## src/rtl/pll_sup_pkg.sv

```systemverilog
// -----------------------------------------------------------------------------
// pll_sup_pkg
// Shared types and constants for the PLL lock supervisor.
//   sup_state_t : supervisor sequencing states
//   RELOCK_W    : width of the saturating relock event counter
//   RETRY_W     : width of the consecutive-failed-attempt counter
//   cnt_width() : width of the shared cycle counter, sized to the largest
//                 cycle parameter
// -----------------------------------------------------------------------------
package pll_sup_pkg;

  typedef enum logic [2:0] {
    RESET_PLL = 3'd0,
    WAIT_LOCK = 3'd1,
    STABLE    = 3'd2,
    RUN       = 3'd3,
    FAULT     = 3'd4
  } sup_state_t;

  localparam int RELOCK_W = 8;
  localparam int RETRY_W  = 8;

  // The counter only ever has to hold (param - 1), so clog2 of the largest
  // parameter is enough. Clamp to one bit for degenerate values.
  function automatic int cnt_width(input int a, input int b, input int c);
    int m;
    m = a;
    if (b > m) m = b;
    if (c > m) m = c;
    return (m < 2) ? 1 : $clog2(m);
  endfunction

endpackage

```

## src/rtl/pll_sup_sync2.sv

```systemverilog
// -----------------------------------------------------------------------------
// pll_sup_sync2
// Two-flop synchroniser for a single asynchronous level, synchronous
// active-low reset to 0.
//   clk   in  sampling clock
//   rst_n in  synchronous active-low reset
//   d     in  asynchronous input level
//   q     out synchronised level (2 cycles of latency)
// -----------------------------------------------------------------------------
module pll_sup_sync2
  import pll_sup_pkg::*;
(
  input  logic clk,
  input  logic rst_n,
  input  logic d,
  output logic q
);

  logic meta;

  always_ff @(posedge clk) begin
    if (!rst_n) begin
      meta <= 1'b0;
      q    <= 1'b0;
    end else begin
      meta <= d;
      q    <= meta;
    end
  end

endmodule

```

## src/rtl/pll_lock_supervisor.sv

```systemverilog
// -----------------------------------------------------------------------------
// pll_lock_supervisor
// Sequences the reset of a PLL clock wrapper, qualifies its lock output,
// holds PLL-clocked logic in reset until lock is stable and re-locks
// automatically on loss of lock. Clocked by the free-running oscillator.
//
// Ports:
//   sys_clk      in   oscillator clock, rising edge
//   sys_rst_n    in   synchronous active-low reset
//   pll_lock     in   PLL lock, asynchronous to sys_clk
//   force_relock in   single-cycle request to reset and re-lock the PLL
//   pll_rst      out  active-high PLL reset
//   user_rst_n   out  active-low reset for PLL-clocked logic
//   pll_ready    out  high only while running
//   fault        out  sticky, high after too many failed lock attempts
//   relock_cnt   out  saturating count of lock-loss / force events
//
// Optional feature (macro PLL_SUP_GLITCH_FILTER_EN): while running, lock must
// be low for GLITCH_CYC consecutive cycles before loss of lock is declared.
// Without the macro a single low cycle of the synchronised lock is a loss.
// -----------------------------------------------------------------------------
module pll_lock_supervisor
  import pll_sup_pkg::*;
#(
  parameter int RST_PULSE_CYC    = 16,
  parameter int LOCK_STABLE_CYC  = 1024,
  parameter int LOCK_TIMEOUT_CYC = 100000,
  parameter int MAX_RETRY        = 8,
  parameter int GLITCH_CYC       = 4
) (
  input  logic                sys_clk,
  input  logic                sys_rst_n,
  input  logic                pll_lock,
  input  logic                force_relock,
  output logic                pll_rst,
  output logic                user_rst_n,
  output logic                pll_ready,
  output logic                fault,
  output logic [RELOCK_W-1:0] relock_cnt
);

  localparam int CNT_W = cnt_width(RST_PULSE_CYC, LOCK_STABLE_CYC, LOCK_TIMEOUT_CYC);

  localparam logic [CNT_W-1:0]   RST_LAST     = CNT_W'(RST_PULSE_CYC - 1);
  localparam logic [CNT_W-1:0]   STABLE_LAST  = CNT_W'(LOCK_STABLE_CYC - 1);
  localparam logic [CNT_W-1:0]   TIMEOUT_LAST = CNT_W'(LOCK_TIMEOUT_CYC - 1);
  localparam logic [RETRY_W-1:0] RETRY_LIMIT  = RETRY_W'(MAX_RETRY);

  sup_state_t            state, state_n;
  logic [CNT_W-1:0]      cnt, cnt_n;
  logic [RETRY_W-1:0]    retry, retry_n;
  logic [RELOCK_W-1:0]   relock_n;
  logic                  lock_s;
  logic                  lock_lost;

  pll_sup_sync2 u_lock_sync (
    .clk   (sys_clk),
    .rst_n (sys_rst_n),
    .d     (pll_lock),
    .q     (lock_s)
  );

`ifdef PLL_SUP_GLITCH_FILTER_EN
  localparam logic [CNT_W-1:0] GLITCH_LAST = CNT_W'(GLITCH_CYC - 1);
`else
  logic unused_glitch;
  assign unused_glitch = (GLITCH_CYC != 0);
`endif

  // Outputs are registered from the next state so they line up with the
  // state register: e.g. pll_ready is already high on the first RUN cycle.
  always_ff @(posedge sys_clk) begin
    if (!sys_rst_n) begin
      state      <= RESET_PLL;
      cnt        <= '0;
      retry      <= '0;
      relock_cnt <= '0;
      pll_rst    <= 1'b1;
      user_rst_n <= 1'b0;
      pll_ready  <= 1'b0;
      fault      <= 1'b0;
    end else begin
      state      <= state_n;
      cnt        <= cnt_n;
      retry      <= retry_n;
      relock_cnt <= relock_n;
      pll_rst    <= (state_n == RESET_PLL) || (state_n == FAULT);
      user_rst_n <= (state_n == RUN);
      pll_ready  <= (state_n == RUN);
      fault      <= (state_n == FAULT);
    end
  end

  always_comb begin
    state_n   = state;
    cnt_n     = cnt;
    retry_n   = retry;
    relock_n  = relock_cnt;
    lock_lost = 1'b0;

    unique case (state)
      RESET_PLL: begin
        if (force_relock) begin
          cnt_n = '0;
        end else if (cnt == RST_LAST) begin
          state_n = WAIT_LOCK;
          cnt_n   = '0;
        end else begin
          cnt_n = cnt + CNT_W'(1);
        end
      end

      WAIT_LOCK: begin
        if (force_relock) begin
          state_n = RESET_PLL;
          cnt_n   = '0;
        end else if (lock_s) begin
          state_n = STABLE;
          cnt_n   = '0;
        end else if (cnt == TIMEOUT_LAST) begin
          // retry is compared after the increment: MAX_RETRY failed
          // attempts in a row end in FAULT.
          retry_n = retry + RETRY_W'(1);
          cnt_n   = '0;
          state_n = (retry_n == RETRY_LIMIT) ? FAULT : RESET_PLL;
        end else begin
          cnt_n = cnt + CNT_W'(1);
        end
      end

      STABLE: begin
        if (force_relock) begin
          state_n = RESET_PLL;
          cnt_n   = '0;
        end else if (!lock_s) begin
          // Lock dropped before qualifying: wait again with a fresh
          // timeout; this is not counted as a failed attempt.
          state_n = WAIT_LOCK;
          cnt_n   = '0;
        end else if (cnt == STABLE_LAST) begin
          state_n = RUN;
          cnt_n   = '0;
          retry_n = '0;
        end else begin
          cnt_n = cnt + CNT_W'(1);
        end
      end

      RUN: begin
`ifdef PLL_SUP_GLITCH_FILTER_EN
        // The shared counter tracks consecutive low cycles of lock_s here.
        if (lock_s) begin
          cnt_n = '0;
        end else if (cnt == GLITCH_LAST) begin
          lock_lost = 1'b1;
        end else begin
          cnt_n = cnt + CNT_W'(1);
        end
`else
        lock_lost = ~lock_s;
`endif
        // A coincident loss and force count as a single event.
        if (force_relock || lock_lost) begin
          state_n = RESET_PLL;
          cnt_n   = '0;
          if (relock_cnt != {RELOCK_W{1'b1}}) relock_n = relock_cnt + RELOCK_W'(1);
        end
      end

      FAULT: begin
        state_n = FAULT;
      end

      default: begin
        state_n = RESET_PLL;
        cnt_n   = '0;
      end
    endcase
  end

endmodule

```

## config.mk

```make
export PLATFORM = sky130hd
export DESIGN_NAME = pll_lock_supervisor
export DESIGN_NICKNAME = d
export VERILOG_FILES = /design/src/rtl/pll_sup_pkg.sv /design/src/rtl/pll_sup_sync2.sv /design/src/rtl/pll_lock_supervisor.sv
export SDC_FILE = /design/constraint.sdc
export NUM_CORES = 1
export LEC_CHECK = 0
export CAP_MARGIN = 20
export CORE_ASPECT_RATIO = 0.6
export CORE_UTILIZATION = 45
export CTS_CLUSTER_SIZE = 16
export DETAILED_ROUTE_END_ITERATION = 16
export DONT_BUFFER_PORTS = 1
export PLACE_DENSITY = 0.59
export SLEW_MARGIN = 5
export SYNTH_ARGS = -nofsm -noshare
export SYNTH_HDL_FRONTEND = slang
export SYNTH_HIERARCHICAL = 1
export SYNTH_SLANG_ARGS = --single-unit
```

## constraint.sdc

```tcl
create_clock -name sys_clk -period 2 [get_ports sys_clk]
set_input_delay 0.4 -clock sys_clk [delete_from_list [all_inputs] [get_ports sys_clk]]
set_output_delay 0.4 -clock sys_clk [all_outputs]
set_load 0.005 [all_outputs]
```

==> impl_metrics.toml <==
[outcome]
run_status = "finished clean"

[clocking]
numCtsBuffers = 5
clock_path_buffers = 2
cts_tree = "built"
cts_max_level = 2
clk_latency_ps = 300
clk_pin_slew_ps = 80
clockRootBuffer = "clkbuf_8"
numClockSinks = 41

[detailed_routing]
ant_nets = 0
met2_length_microns = 1770
wl_met1_microns = 2640
wl_per_cell_microns = 13.7
met3_length_microns = 235
wirelength_microns = 4700
firstDrtPassIters = 4
viasPerCell = 5.42
drt_iter0_markers = 90
top_layer = "met4"
vias = 1852
drcViolationCount = 0

[placed_design]
placedCellCount = 332
io_buffers = 0
dpl-instance-area_sq_um = 2410
place_ws_ps = -29.2
dp_hpwl_microns = 3460
globalplace.congestion = 0.807

[final_layout]
regArea_sq_um = 825
finalCoreUtilization_pct = 55.9
nFillCells = 438
syn_to_final_growth_pct = 19.1
nNetsFinal = 285
final_area_sq_um = 2550
drive_gt1_share_pct = 21.5
diodes = 0
multi_input_area_sq_um = 1320
finalNonFillerCells = 342

[synth]
ys.flop_type = "dfxtp_1"
synth.yosys.seq_area_share_pct = 38.3
syn_inst = 247
synth_top_cell_area_share_pct = 38.3
synth.avg_cell_area_sq_um = 8.67
synth_area_sq_um = 2140
synth_edf_count = 0
ys_ff_latch = 41
synthMostInstantiatedCell = "dfxtp_1"
yosys_warnings = 6
syn_nets = 254
ys_top_cells_by_count = "dfxtp_1, nand2_1, nor2_1"
synth_area_leaders = "dfxtp_1, nand2_1, xnor2_1, nand3_1, nor2_1"
ys_async_sr_fraction_pct = 0
synth_area_leader_cell = "dfxtp_1"
synth_cell_types = 52

[timing]
period_share_pct = 98.4
hold_viol = 0
setup-tns-final_ps = 0
relSlewSlack_pct = 58.0
rsz0062_at_grt = "yes"
fin_crit_ps = 1970
setup_slack_ps = 32.9
tightestPinTransition_ps = 629
clock_skew_ps = 5.10
fmax_ghz = 0.508
timing.final.max_slew_violations = 0
setup_viol = 0

[die]
die_x_microns = 91.1
io_pins = 16
initial_utilization_pct = 46.9
core.rowCount = 19
dieArea_sq_um = 5050
core_area_sq_um = 4560
die_h_microns = 55.4

[global_route]
grt_use_total_pct = 20.7
grt_max_degree = 37
overflow = 0
grt_pass1_vias = 1681
grt_pass1_wl_microns = 8140
antenna_found_initial = 0

[worst_hold_path]
hold_depth = 1
hold_class = "input port to flop"

[worst_setup_path]
arrival_ps = 2190
startpoint_type = "flop"
end_kind = "flop"
worst-setup-path-type = "flop to flop"
critPathMaxFanout = 8
worst_ep_required_time_ps = 2230
rr_worst_depth = 6

[power]
ir_worst_vdd_uv = 417
power_density_nw_per_um2 = 551
power_leakage_nw = 0.896

[job]
maxCapViolations = 0
-- through the flow --
stage               hold slack (ps)  total power (W)
finish                          198          0.00141
global placement                411         0.000883
global route                    193          0.00147
detailed placement              417         0.000882
CTS                             187          0.00143
floorplan                       406         0.000872
-- cell families (layout without fill, tap and decap cells) --
kind of cell	Yosys count	after routing	share of synthesized area (%)
AO/OA/AOI/OAI	43	43	16.3
XOR/XNOR	19	19	7.77
adder cells (fa/ha/maj)	3	3	1.75
buffers and inverters	9	41	1.87
flip-flops	41	41	38.3
multiplexers	4	4	1.87
AND/OR/NAND/NOR	128	128	32.1
-- sequential cells by signal, summed over array words and instances (netlist names) --
name and count:
cnt 17, relock_cnt 8, retry 8, state 3
fault 1, pll_ready 1, pll_rst 1, u_lock_sync/meta 1
u_lock_sync/q 1
-- routing by layer --
layer / track usage (%) / vias to the layer above
li1: - / 964
met3: 5.65 / 6
met1: 32.2 / 836
met5: 0 / -
met2: 26.5 / 46
met4: 7.94 / 0
-- area by class of cell --
type                       count  share of cell area [%]
clock inverter                 3                   0.687
inverter                       2                   0.294
sequential                    41                    32.3
tap                           63                    3.09
multi-input combinational    197                    51.8
clock buffer                   5                    2.70
timing repair buffer          31                    9.12
-- timing repair --
item | CTS | global route
buffers inserted | 2 | 0
endpoints found under the setup margin | 20 | 28
pin swaps | 3 | 2
hold buffers | 0 | 0
resized for setup | 3 | 11
-- layout by cell type, fill, tap and decap left out, types with 2 or more instances in the layout --
| cell type | netlist | routed |
|---|---|---|
| o211ai_1 | 5 | 5 |
| xnor2_1 | 13 | 13 |
| xor2_1 | 6 | 6 |
| nand3_1 | 18 | 18 |
| or3_1 | 2 | 2 |
| nor4_1 | 6 | 6 |
| or3b_2 | 2 | 2 |
| nor2_1 | 19 | 19 |
| or4_1 | 3 | 3 |
| clkbuf_8 | 0 | 5 |
| nor2b_1 | 3 | 3 |
| o311ai_0 | 3 | 2 |
| a21boi_0 | 4 | 3 |
| mux2i_1 | 4 | 4 |
| nand4_1 | 5 | 5 |
| and3_1 | 5 | 5 |
| inv_1 | 2 | 2 |
| buf_4 | 1 | 31 |
| nor3_1 | 7 | 6 |
| o21ai_0 | 13 | 13 |
| clkinv_2 | 0 | 2 |
| and2_1 | 11 | 12 |
| dfxtp_1 | 41 | 38 |
| nand2_1 | 33 | 33 |
| a22oi_1 | 2 | 2 |
| ha_1 | 3 | 2 |
| o31a_1 | 2 | 2 |
| and4_1 | 3 | 2 |
| dfxtp_2 | 0 | 3 |
| nand3b_1 | 2 | 2 |
-- worst max-delay path: stages, from the launching register on --
cell and delay, ps:
dfxtp_2 360, ha_4 150, and4_4 250, nand4_1 150
or4_4 460, a21oi_4 310, mux2i_1 220
-- where the power goes --
part / switching [W] / total (W) / internal [W]
clock: 0.000296 / 0.000537 / 0.000241
sequential: 0.00000361 / 0.000824 / 0.000821
combinational: 0.0000190 / 0.0000438 / 0.0000248
-- worst paths after layout --
kind / slack [ps] / to / startpoint
worst min register to register: 430 / u_lock_sync/q$_SDFF_PN0_ / u_lock_sync/meta$_SDFF_PN0_
worst min-delay path: 200 / state[1]$_SDFF_PN0_ / force_relock
worst max register to register: 30 / retry[1]$_SDFFE_PN0P_ / cnt[1]$_SDFFE_PN0P_
worst max-delay path: 30 / retry[1]$_SDFFE_PN0P_ / cnt[1]$_SDFFE_PN0P_
Power figures use the tool's default switching activity.
